## src/rtl/serial_in.sv

```systemverilog
// serial_in: 8N1 UART receiver. The RX line is oversampled at 16x baud by a
// DDS tick generator, each bit is decided by a 2-of-3 majority around its
// mid-point, and accepted bytes are pushed to a downstream FIFO with a
// single-cycle write request. Frame errors and overruns are one-cycle pulses.
`timescale 1ns/1ps
module serial_in #(
    parameter int unsigned CLOCK     = 56842105,
    parameter int unsigned BAUD_RATE = 115200,
    parameter logic [31:0] DDS_M_RX  =
        32'(((64'd1 << 32) * 64'd16 * 64'(BAUD_RATE)) / 64'(CLOCK))
) (
    input  logic       i_clock,
    input  logic       i_reset,
    input  logic       i_serial_rx,
    input  logic       i_fifo_full,
    output logic [7:0] o_data,
    output logic       o_fifo_write_req,
    output logic       o_frame_error,
    output logic       o_overrun,
    output logic       o_rx_active
);

    typedef enum logic [2:0] {
        IDLE  = 3'd0,
        START = 3'd1,
        DATA  = 3'd2,
        STOP  = 3'd3,
        BREAK = 3'd4
    } state_t;

    // 2-of-3 vote over the samples taken at cnt 7, 8 and 9
    function automatic logic maj3(input logic a, input logic b, input logic c);
        return (a & b) | (a & c) | (b & c);
    endfunction

    logic [31:0] acc_q;
    logic [31:0] acc_d;
    logic [32:0] acc_sum;
    logic        tick;

    logic        rx_meta_q;
    logic        rx_s_q;

    state_t      state_q;
    logic [3:0]  cnt_q;
    logic [3:0]  cnt_nx;
    logic [2:0]  idx_q;
    logic [7:0]  shift_q;
    logic        samp7_q;
    logic        samp8_q;
    logic        maj;

    logic [7:0]  data_q;
    logic        wr_q;
    logic        ferr_q;
    logic        ovr_q;

    // The carry out of the phase accumulator is the 16x baud tick
    assign acc_sum = {1'b0, acc_q} + {1'b0, DDS_M_RX};
    assign acc_d   = acc_sum[31:0];
    assign tick    = acc_sum[32];

    // Tick position within the current bit once this tick is counted
    assign cnt_nx  = cnt_q + 4'd1;
    assign maj     = maj3(samp7_q, samp8_q, rx_s_q);

    // Phase accumulator for the oversampling tick
    always_ff @(posedge i_clock or posedge i_reset) begin
        if (i_reset) begin
            acc_q <= '0;
        end else begin
            acc_q <= acc_d;
        end
    end

    // Two-flop synchronizer; resets to the idle (high) line level
    always_ff @(posedge i_clock or posedge i_reset) begin
        if (i_reset) begin
            rx_meta_q <= 1'b1;
            rx_s_q    <= 1'b1;
        end else begin
            rx_meta_q <= i_serial_rx;
            rx_s_q    <= rx_meta_q;
        end
    end

    // Receive state machine; advances only on ticks, pulses last one clock
    always_ff @(posedge i_clock or posedge i_reset) begin
        if (i_reset) begin
            state_q <= IDLE;
            cnt_q   <= '0;
            idx_q   <= '0;
            shift_q <= '0;
            samp7_q <= 1'b1;
            samp8_q <= 1'b1;
            data_q  <= '0;
            wr_q    <= 1'b0;
            ferr_q  <= 1'b0;
            ovr_q   <= 1'b0;
        end else begin
            wr_q   <= 1'b0;
            ferr_q <= 1'b0;
            ovr_q  <= 1'b0;
            if (tick) begin
                // Bit-timed states share the tick counter and sample capture
                if (state_q == START || state_q == DATA || state_q == STOP) begin
                    cnt_q <= cnt_nx;
                    if (cnt_nx == 4'd7) samp7_q <= rx_s_q;
                    if (cnt_nx == 4'd8) samp8_q <= rx_s_q;
                end
                case (state_q)
                    IDLE: begin
                        if (!rx_s_q) begin
                            cnt_q   <= '0;
                            state_q <= START;
                        end
                    end
                    START: begin
                        if (cnt_nx == 4'd9 && maj) begin
                            // Start bit did not hold low through mid-bit: glitch
                            state_q <= IDLE;
                        end else if (cnt_nx == 4'd15) begin
                            idx_q   <= '0;
                            state_q <= DATA;
                        end
                    end
                    DATA: begin
                        if (cnt_nx == 4'd9) begin
                            shift_q <= {maj, shift_q[7:1]};
                        end
                        if (cnt_nx == 4'd15) begin
                            if (idx_q == 3'd7) begin
                                state_q <= STOP;
                            end else begin
                                idx_q <= idx_q + 3'd1;
                            end
                        end
                    end
                    STOP: begin
                        // Decide at mid stop bit so a following start edge
                        // half a bit later is still caught
                        if (cnt_nx == 4'd9) begin
                            if (maj) begin
                                if (!i_fifo_full) begin
                                    data_q <= shift_q;
                                    wr_q   <= 1'b1;
                                end else begin
                                    ovr_q  <= 1'b1;
                                end
                                state_q <= IDLE;
                            end else begin
                                ferr_q  <= 1'b1;
                                state_q <= BREAK;
                            end
                        end
                    end
                    BREAK: begin
                        // Hold off new frames until the line returns high
                        if (rx_s_q) begin
                            state_q <= IDLE;
                        end
                    end
                    default: begin
                        state_q <= IDLE;
                    end
                endcase
            end
        end
    end

    assign o_data           = data_q;
    assign o_fifo_write_req = wr_q;
    assign o_frame_error    = ferr_q;
    assign o_overrun        = ovr_q;
    assign o_rx_active      = (state_q != IDLE);

endmodule
```

## config.mk

```make
export PLATFORM = sky130hd
export DESIGN_NAME = serial_in
export DESIGN_NICKNAME = d
export VERILOG_FILES = /design/src/rtl/serial_in.sv
export SDC_FILE = /design/constraint.sdc
export NUM_CORES = 1
export LEC_CHECK = 0
export BUFFER_PORTS_ARGS = -buffer_cell sky130_fd_sc_hd__buf_2
export CAP_MARGIN = 40
export CORE_MARGIN = 4
export CORE_UTILIZATION = 55
export DETAILED_ROUTE_END_ITERATION = 8
export PLACE_DENSITY = 0.76
export SYNTH_ARGS = -nofsm -noshare
export SYNTH_HDL_FRONTEND = slang
export SYNTH_SLANG_ARGS = --single-unit
```

## constraint.sdc

```tcl
create_clock -name i_clock -period 2.6 [get_ports i_clock]
set_input_delay 0.26 -clock i_clock [delete_from_list [all_inputs] [get_ports i_clock]]
set_output_delay 0.26 -clock i_clock [all_outputs]
set_load 0.03 [all_outputs]
```

==> results.md, run 1 <==
* Adder-Cell Fraction of Synth Area at 3.120%
* Mapped Nets at 287
* Die Wd at 83.42 um
* Slowest stage cell, crit path: or4_4
* Max Root-Sink Buffers at 2
* Crit path arrival time at 2.78 ns
* Cells after synthesis at 276
* Placed cells at 367
* Ys flop type: dfrtp_1
* WHS Endpoint: rx_meta_q
* Minimum clock period at 2.552 ns
* Drt drc at 0
* Top delay family on crit path: simple AND/OR/NAND/NOR gates
* Clk root buf: clkbuf_8
* Rows at 27
* Global route overflow at 0
* Mux cell area share after synthesis at 8.520%
* R2R depth at 8
* Cell variety after synth at 52
* Clock slew seen by the registers of the worst setup and hold paths at 0.07 ns
* Hold Path Class: in2reg
* RSZ-0062 raised after global routing: true
* Post-synthesis simple-gate area fraction at 12.68%
* Clk_lat worst skew at 0.34 ns
* Final setup viols at 0
* WS Path Type: reg2reg
* TritonCTS clock tree: built
* Largest net degree at the start of global routing at 66
* CTS Buf Count at 9
* Pleak at 1.732 nW
* Nets at 321
* Yosys warning total at 0
* Achievable Freq at 391.9 MHz
* PD cells at 570.4 nW/um2
* Synth Register Bits at 65
* Vias per inst at 5.486
* Crit share post-route at 98.14%
* Final Max Tran Viols at 0
* Synth top area share at 48.80%
* WHS at 0.01810 ns
* Die area at 6958 um2
* Post-route non-filler standard cell count at 387
* Hold Crit Start: i_serial_rx
* Routed length per instance at 14.31 um
* Max-Cap Viols at 0
* Antenna-violating nets left at 0
* Async set-reset flop share out of synthesis at 100.0%
* Commonest cells after routing, fill and taps aside: 61 x dfrtp_1, 23 x nand2_1, 19 x xnor2_1, 17 x o21ai_0, 15 x buf_2
* CP Capture Type: register
* Worst ir drop on vdd at 0.3831 mV
* Mapped Avg Cell Area at 11.33 um2
* End of the worst register-to-register path: o_data[0]
* Post-synth EDFFs at 0
* Area Overhead vs Synth at 16.08%
* Initial DRC Count at 212
* Antenna diodes at 0
* Compound-gate portion of the synthesized area at 12.20%
* GPL Wtd Cong at 0.8575
* Worst slew margin at 47.76%
* Status: completed
* Critical Path Stages at 8
* Critical path, cell by cell: ha_2, a311oi_2, o31a_1, nor4b_4, o211ai_2, or4_4, buf_6, mux2_4
* Top cells by area, synth: dfrtp_1 49%, xnor2_1 5.3%, mux2_2 4.7%
* Share of layout cells above drive strength 1 at 26.03%
* DR pass1 iterations at 4
* IO buf count at 15
* Gr usage total at 17.54%
* Synthesized area at 3128 um2
* Cts hold-fix bufs at 0
* CTS Sinks at 65
* Largest family of logic cells by synthesized area: simple AND/OR/NAND/NOR gates
* I/O Pins at 16
* Core Box Area at 5507 um2
* Skew final at 0.006972 ns
* Startpoint class of the critical path: register
* Antenna violations before repair at 0
* Post-Synth XOR/XNOR Area at 8.400%
* CP max FO at 5
* Slew @ Worst Pin at 0.7836 ns
* Hold Path Depth at 1
* Most common library cell in the layout ignoring fill and taps: dfrtp_1
* Initial core utilization at 56.81%
* Die H at 83.42 um
* Crit path buffers/inverters at 1
* Number of H-tree levels at 3
* Register area share after synthesis at 52.16%
* Vias in the first global route at 2,177
* Routed WL at 5537 um
* Vias at 2,123
* Final Hold Vio Count at 0
* TNS Setup at 0 ns
* Origin of the critical flop-to-flop path: acc_q[0]
* Dpl hpwl at 3743 um
* First-pass GRT wire length at 9949 um
* FF-to-FF setup slack at 0.05 ns
* Most area-hungry cell type in the Yosys netlist: dfrtp_1
* WP data required at 2.83 ns
* Worst path max stage delay at 0.51 ns
-- synth_stat cells, types with 4 or more instances --
cell type,n
mux2_4,8
nand3_1,6
nand2_1,23
clkbuf_1,6
nor3_1,8
xor2_1,11
nor2_1,11
and3_1,4
mux2_2,13
a21oi_1,6
inv_1,14
dfstp_2,4
xnor2_1,19
ha_1,7
o21ai_0,17
dfrtp_1,61
-- flip-flops by register name, summed over array words and instances, names as in the netlist --
signal / count
acc_q: 32
o_data: 8
shift_q: 8
cnt_q: 4
idx_q: 3
state_q: 3
o_fifo_write_req: 1
o_frame_error: 1
o_overrun: 1
rx_meta_q: 1
rx_s_q: 1
samp7_q: 1
samp8_q: 1
-- cell type report --
cell class                 count  area (um2)
sequential                    65        1632
timing repair buffer          31       202.7
clock inverter                 7       118.9
inverter                      14       52.55
clock buffer                   9       123.9
tap                           72       90.09
multi-input combinational    189        1411
fill                         416        1876
-- metal layers --
layer,track usage (%),vias up,wire length (um)
met5,0,-,0
met4,9.649,0,119
met3,3.373,11,204
met2,26.53,50,2541
met1,23.83,1013,2671
li1,-,1049,-
-- worst max-delay path by stage --
stage | start | endpoint
5_1_grt | acc_q[0] | o_data[0]
4_1_cts | acc_q[0] | o_data[4]
2_1_floorplan | acc_q[0] | o_data[0]
3_5_place_dp | acc_q[0] | o_data[4]
6_report | acc_q[0] | o_data[0]
3_3_place_gp | acc_q[0] | o_data[0]
-- cell families (layout without fill, tap and decap cells) --
group,Yosys count,in the layout
xor+xnor,30,30
mux,21,21
fa+ha+maj,8,8
simple gates,75,75
flops,65,65
compound gates,55,55
buf+inv,22,61
-- metrics by stage --
step / instance area [um2] / setup slack [ns] / utilization, % / power, mW
global route: 3631 / -0.05694 / 65.94 / 2.153
detailed placement: 3344 / 0.03909 / 60.74 / 1.061
CTS: 3587 / 0.02835 / 65.14 / 2.093
finish: 3631 / 0.04826 / 65.94 / 2.071
global placement: 3344 / 0.1132 / 60.74 / 1.060
floorplan: 3128 / 0.1046 / - / 1.051
-- power by group --
part	leakage [nW]	switching (mW)	internal, mW
registers	0.831	0.00173	1.01
clock network	0.115	0.395	0.636
logic	0.786	0.0212	0.00376
total	1.73	0.418	1.65
-- what timing repair did --
| item | in CTS | in global routing |
|---|---|---|
| endpoints found under the setup margin | 0 | 8 |
| endpoints found under the hold margin | 0 | 0 |
| buffers inserted | 0 | 3 |
| resized for setup | 0 | 6 |
Power figures use the tool's default switching activity.
==> run 2, diff against run 1 <==
CORE_ASPECT_RATIO = 1.4   (was not set)
TNS_END_PERCENT = 1   (was not set)
==> run 2 against run 1 <==
Against the previous run:
- hold slack improved by 0.017 ns
- clock skew increased by 0.0053 ns
- total power decreased by 14%
- highest routed layer unchanged
- critical endpoint is now o_data[5]
- global-route usage increased by 0.18 points
- sequential cell count unchanged
- via count increased by 1.6%
==> results.md, run 2 (same netlist as run 1, synthesis figures left out) <==
* Rows at 32 (+19%)
* DR pass1 iterations at 4 (unchanged)
* Die H at 97.23 um (+17%)
* Antenna violations before repair at 0 (unchanged)
* Initial DRC Count at 81 (-62%)
* Skew final at 0.01228 ns (+0.005310 ns)
* Final Power at 1.789 mW (-14%)
* GPL Wtd Cong at 0.8288 (-3.3%)
* CTS Sinks at 65 (unchanged)
* Pleak at 1.687 nW (-2.6%)
* Die area at 6975 um2 (+0.24%)
* Drt drc at 0 (unchanged)
* Post-route non-filler standard cell count at 382 (-1.3%)
* Routed WL at 5643 um (+1.9%)
* Hold Path Depth at 1 (unchanged)
* Achievable Freq at 390.2 MHz (-0.43%)
* Startpoint class of the critical path: register
* Gr usage total at 17.72% (+0.18 points)
* Final Max Tran Viols at 0 (unchanged)
* Minimum clock period at 2.563 ns (+0.01097 ns)
* Initial core utilization at 56.61% (-0.19 points)
* Status: completed
* Largest register FFs at 32 (unchanged)
* CP Capture Type: register
* Worst slew margin at 54.02% (+6.3 points)
* Commonest cells after routing, fill and taps aside: 61 x dfrtp_1, 23 x nand2_1, 19 x xnor2_1, 17 x o21ai_0, 16 x buf_2
* Crit share post-route at 98.57% (+0.42 points)
* Vias in the first global route at 2,177 (unchanged)
* Nets at 320 (-0.31%)
* Global route overflow at 0 (unchanged)
* Routed length per instance at 14.77 um (+3.2%)
* Area Overhead vs Synth at 13.76%
* Core Box Area at 5525 um2 (+0.34%)
* WS Path Type: reg2reg
* IO buf count at 15 (unchanged)
* Clk root buf: clkbuf_8
* Number of H-tree levels at 3 (unchanged)
* Final setup viols at 0 (unchanged)
* WHS at 0.03503 ns (+0.01693 ns)
* First-pass GRT wire length at 9956 um (about the same)
* Dpl hpwl at 4044 um (+8.0%)
* TritonCTS clock tree: built
* Vias per inst at 5.644 (+2.9%)
* PD cells at 502.6 nW/um2 (-12%)
* TNS Setup at 0 ns (unchanged)
* Hold Path Class: in2reg
* Hold Crit Start: i_serial_rx
* Most common library cell in the layout ignoring fill and taps: dfrtp_1
* I/O Pins at 16 (unchanged)
* Placed cells at 362 (-1.4%)
* Die Wd at 71.74 um (-14%)
* Final Hold Vio Count at 0 (unchanged)
* Max-Cap Viols at 0 (unchanged)
* Vias at 2,156 (+1.6%)
* Clk_lat worst skew at 0.33 ns (about the same)
* Crit path launch: acc_q[0]
* Crit path arrival time at 2.77 ns (about the same)
* RSZ-0062 raised after global routing: true
* Max Root-Sink Buffers at 2 (unchanged)
* Clock slew seen by the registers of the worst setup and hold paths at 0.07 ns (about the same)
* Antenna diodes at 0 (unchanged)
* Final core utilization at 64.40% (-1.5 points)
* CP max FO at 5 (unchanged)
* R2R depth at 8 (unchanged)
* Share of layout cells above drive strength 1 at 25.16% (-0.87 points)
* Slew @ Worst Pin at 0.6872 ns (-0.09638 ns)
* Antenna-violating nets left at 0 (unchanged)
* Origin of the critical flop-to-flop path: acc_q[0]
* CTS Buf Count at 9 (unchanged)
* WP data required at 2.81 ns (-0.02 ns)
* Worst ir drop on vdd at 0.3632 mV (-5.2%)
* Fill cells at 448 (+7.7%)
* Largest net degree at the start of global routing at 31 (-53%)
* Biggest register: acc_q
run 2: final cells by class:
| cell class | count | area (um2) | area share, % |
|---|---|---|---|
| flip-flops and latches | 65 | 1632 | 45.85 |
| inverters | 14 | 52.55 | 1.477 |
| well taps | 68 | 85.08 | 2.391 |
| multi-input cells | 189 | 1424 | 40.01 |
| clock inverters | 4 | 28.78 | 0.8087 |
| repair buffers | 30 | 191.4 | 5.380 |
| clock buffers | 12 | 145.1 | 4.079 |
run 2: layer usage:
| layer | wire length [um] | track usage [%] |
|---|---|---|
| met1 | 2453 | 22.63 |
| met2 | 2953 | 29.39 |
| met3 | 145 | 2.899 |
| met4 | 91 | 7.381 |
| met5 | 0 | 0 |
run 2: what timing repair did:
item,in CTS,in global routing
buffers inserted,1,1
endpoints found under the hold margin,12,0
pin swaps,2,2
hold buffers,1,0
cloned,0,1
resized for setup,1,4
setup endpoints to repair,8,8
run 2: critical path, stage by stage (launching register included):
cell	delay, ns
dfrtp_1	0.41
ha_4	0.17
a311oi_2	0.11
o31a_1	0.35
nor4b_4	0.30
o211ai_2	0.12
or4_4	0.52
buf_6	0.16
mux2_4	0.31
run 2: report_power, final:
part	internal (mW)	switching [mW]	leakage (nW)
Combinational	0.00574	0.0223	0.774
Clock	0.373	0.373	0.0826
Sequential	1.01	0.00151	0.831
run 2: path summary, 6_finish.rpt:
path | endpoint | slack [ns]
max | o_data[5] | 0.04
min | rx_meta_q | 0.04
max reg2reg | o_data[5] | 0.04
min reg2reg | rx_s_q | 0.35
max in group asynchronous | rx_meta_q | 1.44
min in group asynchronous | acc_q[3] | 0.44
run 2: stage by stage:
stage | cell area (um2) | setup slack (ns)
2_1_floorplan | 3128 | 0.1046
3_3_place_gp | 3332 | 0.08469
3_5_place_dp | 3332 | -0.006558
4_1_cts | 3526 | 0.007701
5_1_grt | 3558 | -0.05135
6_report | 3558 | 0.03730
==> run 3, diff against run 2 <==
ABC_AREA = 1   (was not set)
CELL_PAD_IN_SITES_DETAIL_PLACEMENT = 0   (was not set)
CELL_PAD_IN_SITES_GLOBAL_PLACEMENT = 1   (was not set)
CORE_UTILIZATION = 42   (was 55)
PLACE_DENSITY = not set   (was 0.76)
PLACE_DENSITY_LB_ADDON = 0.1   (was not set)
==> run 3 against run 2 <==
Against the previous run:
- register-to-register slack better by 0.62 ns
- synthesized cell count is 77% higher
- clock power grew 46%
- routed wire length grew 39%
- first-iteration DRC count down 6.2%
- non-clock buffer count fell by 13
- count of clock-buffer cells in the layout shrank 3
- largest cell class is now multi-input gates
- highest routed layer unchanged
==> results.md, run 3 <==
* Largest net degree at the start of global routing at 42 (+35%)
* TNS Setup at 0 ns (unchanged)
* GPL Wtd Cong at 0.8395 (+1.3%)
* First-pass GRT wire length at 13,770 um (+38%)
* Biggest register: acc_q
* Routed WL at 7834 um (+39%)
* Status: completed
* Die H at 120.3 um (+24%)
* FF-to-FF setup slack at 0.66 ns (+0.62 ns)
* Vias per inst at 4.878 (-14%)
* Gr usage total at 16.51% (-1.2 points)
* Register area share after synthesis at 43.16% (-9.0 points)
* Routed length per instance at 12.57 um (-15%)
* Final Hold Vio Count at 0 (unchanged)
* WP data required at 2.81 ns (about the same)
* Final Max Tran Viols at 0 (unchanged)
* Pleak at 2.179 nW (+29%)
* Startpoint class of the critical path: register
* Final core utilization at 49.19% (-15 points)
* Die area at 10,600 um2 (+52%)
* Mapped Avg Cell Area at 7.730 um2 (-32%)
* Initial core utilization at 43.66% (-13 points)
* CP max FO at 16 (+11)
* Mapped Nets at 500 (+74%)
* TritonCTS clock tree: built
* Initial DRC Count at 76 (-6.2%)
* Comb power frac at 2.3% (+0.7 points)
* Antenna diodes at 0 (unchanged)
* Largest register FFs at 32 (unchanged)
* Final Cell Area at 4259 um2 (+20%)
* CP Capture Type: register
* Synth top area share at 40.38% (-8.4 points)
* Ys flop type: dfrtp_1
* Clk root buf: clkbuf_16
* Postcts setup bufs at 0 (-1)
* Vias in the first global route at 3,001 (+38%)
* CTS resizes at 0 (-1)
* Clock slew seen by the registers of the worst setup and hold paths at 0.06 ns (about the same)
* Dpl hpwl at 6078 um (+50%)
* Global route overflow at 0 (unchanged)
* Final setup viols at 0 (unchanged)
* Commonest cells after routing, fill and taps aside: 135 x nand2_1, 84 x inv_1, 61 x dfrtp_1, 38 x nor2_1, 30 x nand3_1
* Dpl cell area at 3979 um2 (+19%)
* Worst ir drop on vdd at 0.2738 mV (-25%)
* Share of layout cells above drive strength 1 at 16.02% (-9.1 points)
* Antenna-violating nets left at 0 (unchanged)
* Internal power at 1.670 mW (+20%)
* Worst slew margin at 63.57% (+9.6 points)
* Async set-reset flop share out of synthesis at 100.0% (unchanged)
* Switching pwr at 0.4900 mW (+24%)
* Synth Register Bits at 65 (unchanged)
* Area Overhead vs Synth at 12.68%
* Crit share post-route at 74.61% (-24 points)
* Clk_lat worst skew at 0.32 ns (about the same)
* Post-synth EDFFs at 0 (unchanged)
* IO buf count at 15 (unchanged)
* Synthesized area at 3780 um2 (+21%)
* Top cells by area, synth: dfrtp_1 40%, nand2_1 13%, inv_1 8.4%
* Max Root-Sink Buffers at 2 (unchanged)
* Skew final at 0.005121 ns (-0.007161 ns)
* Most area-hungry cell type in the Yosys netlist: dfrtp_1
* Nets at 525 (+64%)
* Register area at 1632 um2 (unchanged)
* Most common cell in the netlist: nand2_1
* Most common library cell in the layout ignoring fill and taps: nand2_1
* Sw Ratio at 22.68% (+0.52 points)
* Reg power frac at 47.2% (-9.6 points)
* Multi-input gate area at 1783 um2 (+25%)
* Vias at 3,039 (+41%)
* Fill cells at 885 (+98%)
* Drt drc at 0 (unchanged)
* Cells after synthesis at 489 (+77%)
* Die Wd at 88.18 um (+23%)
* Rows at 40 (+25%)
* Antenna violations before repair at 0 (unchanged)
* PD cells at 507.2 nW/um2 (+0.90%)
* Clock power share at 50.5% (+8.8 points)
* Achievable Freq at 515.5 MHz (+32%)
* Cell variety after synth at 34 (-35%)
* I/O Pins at 16 (unchanged)
* CTS Buf Count at 9 (unchanged)
* Slew @ Worst Pin at 0.5456 ns (-0.1416 ns)
* Most frequent cells after synthesis: 135 x nand2_1, 85 x inv_1, 61 x dfrtp_1, 38 x nor2_1, 30 x nand3_1
* Yosys warning total at 0 (unchanged)
* Crit path arrival time at 2.15 ns (-0.62 ns)
* Post-route non-filler standard cell count at 623 (+63%)
* Final Power at 2.160 mW (+21%)
* CTS Sinks at 65 (unchanged)
* WS Path Type: reg2reg
* Placed cells at 607 (+68%)
* Max-Cap Viols at 0 (unchanged)
* RSZ-0062 raised after global routing: false
* Hold Path Class: in2reg
* Core Box Area at 8658 um2 (+57%)
* DR pass1 iterations at 4 (unchanged)
* Minimum clock period at 1.940 ns (-0.6228 ns)
* Number of H-tree levels at 3 (unchanged)
## run 3: kinds of logic after synthesis
| family | synth area share (%) |
|---|---|
| AOI/OAI and AO/OA | 9.235 |
| xor gates and xnor gates | 4.866 |
| adders and majority gates | 2.317 |
| buffers and inverters | 9.666 |
| DFF | 43.16 |
| and+or+nand+nor | 30.75 |
## run 3: what timing repair did
| item | in CTS | in global routing |
|---|---|---|
| endpoints found under the hold margin | 16 | 0 |
| hold buffers | 1 | 0 |
| setup endpoints to repair | 0 | 0 |
## run 3: routing by layer
layer	global-route usage, %	vias to the layer above	wire length (um)
li1	-	1577	-
met1	19.35	1402	3329
met2	28.51	40	4053
met3	3.272	20	204
met4	7.372	0	246
met5	0	-	0
## run 3: power by group through the flow
stage | Sequential, mW | Clock, mW | Combinational, mW
2_1_floorplan | 1.04 | 0 | 0.0329
3_3_place_gp | 1.04 | 0 | 0.0502
3_5_place_dp | 1.04 | 0 | 0.0508
4_1_cts | 1.02 | 1.13 | 0.0521
5_1_grt | 1.02 | 1.17 | 0.0579
6_report | 1.02 | 1.09 | 0.0495
## run 3: worst paths after layout
| kind | to | cells after the start | startpoint |
|---|---|---|---|
| worst max-delay path | shift_q[2] | 10 | acc_q[0] |
| worst min-delay path | rx_meta_q | 1 | i_serial_rx |
| worst max register to register | shift_q[2] | 10 | acc_q[0] |
| worst min register to register | rx_s_q | 0 | rx_meta_q |
| max in group asynchronous | samp7_q | 4 | i_reset |
| min in group asynchronous | o_data[5] | 3 | i_reset |
## run 3: cell type report
class	instances	share of cell area, %
multi-input cells	331	41.86
well taps	105	3.085
repair buffers	17	2.468
inverters	90	7.932
clock buffers	9	5.288
clock inverters	6	1.058
flip-flops and latches	65	38.31
## run 3: stage by stage
stage / hold slack (ns) / setup slack [ns]
floorplan: 0.2645 / 0.7202
global placement: 0.3465 / 0.7596
detailed placement: 0.3500 / 0.6640
CTS: 0.02156 / 0.6422
global route: 0.01953 / 0.4445
finish: 0.03328 / 0.6601
## run 3: worst max-delay path: stages, from the launching register on
cell and delay (ns):
dfrtp_1 0.40, ha_1 0.20, nand3_1 0.16, nand2_1 0.16, nand2_2 0.09, nand2_4 0.12, nand3_4 0.09, nand2_4 0.18
nand3_4 0.23, nand2_1 0.14, o21ai_2 0.06
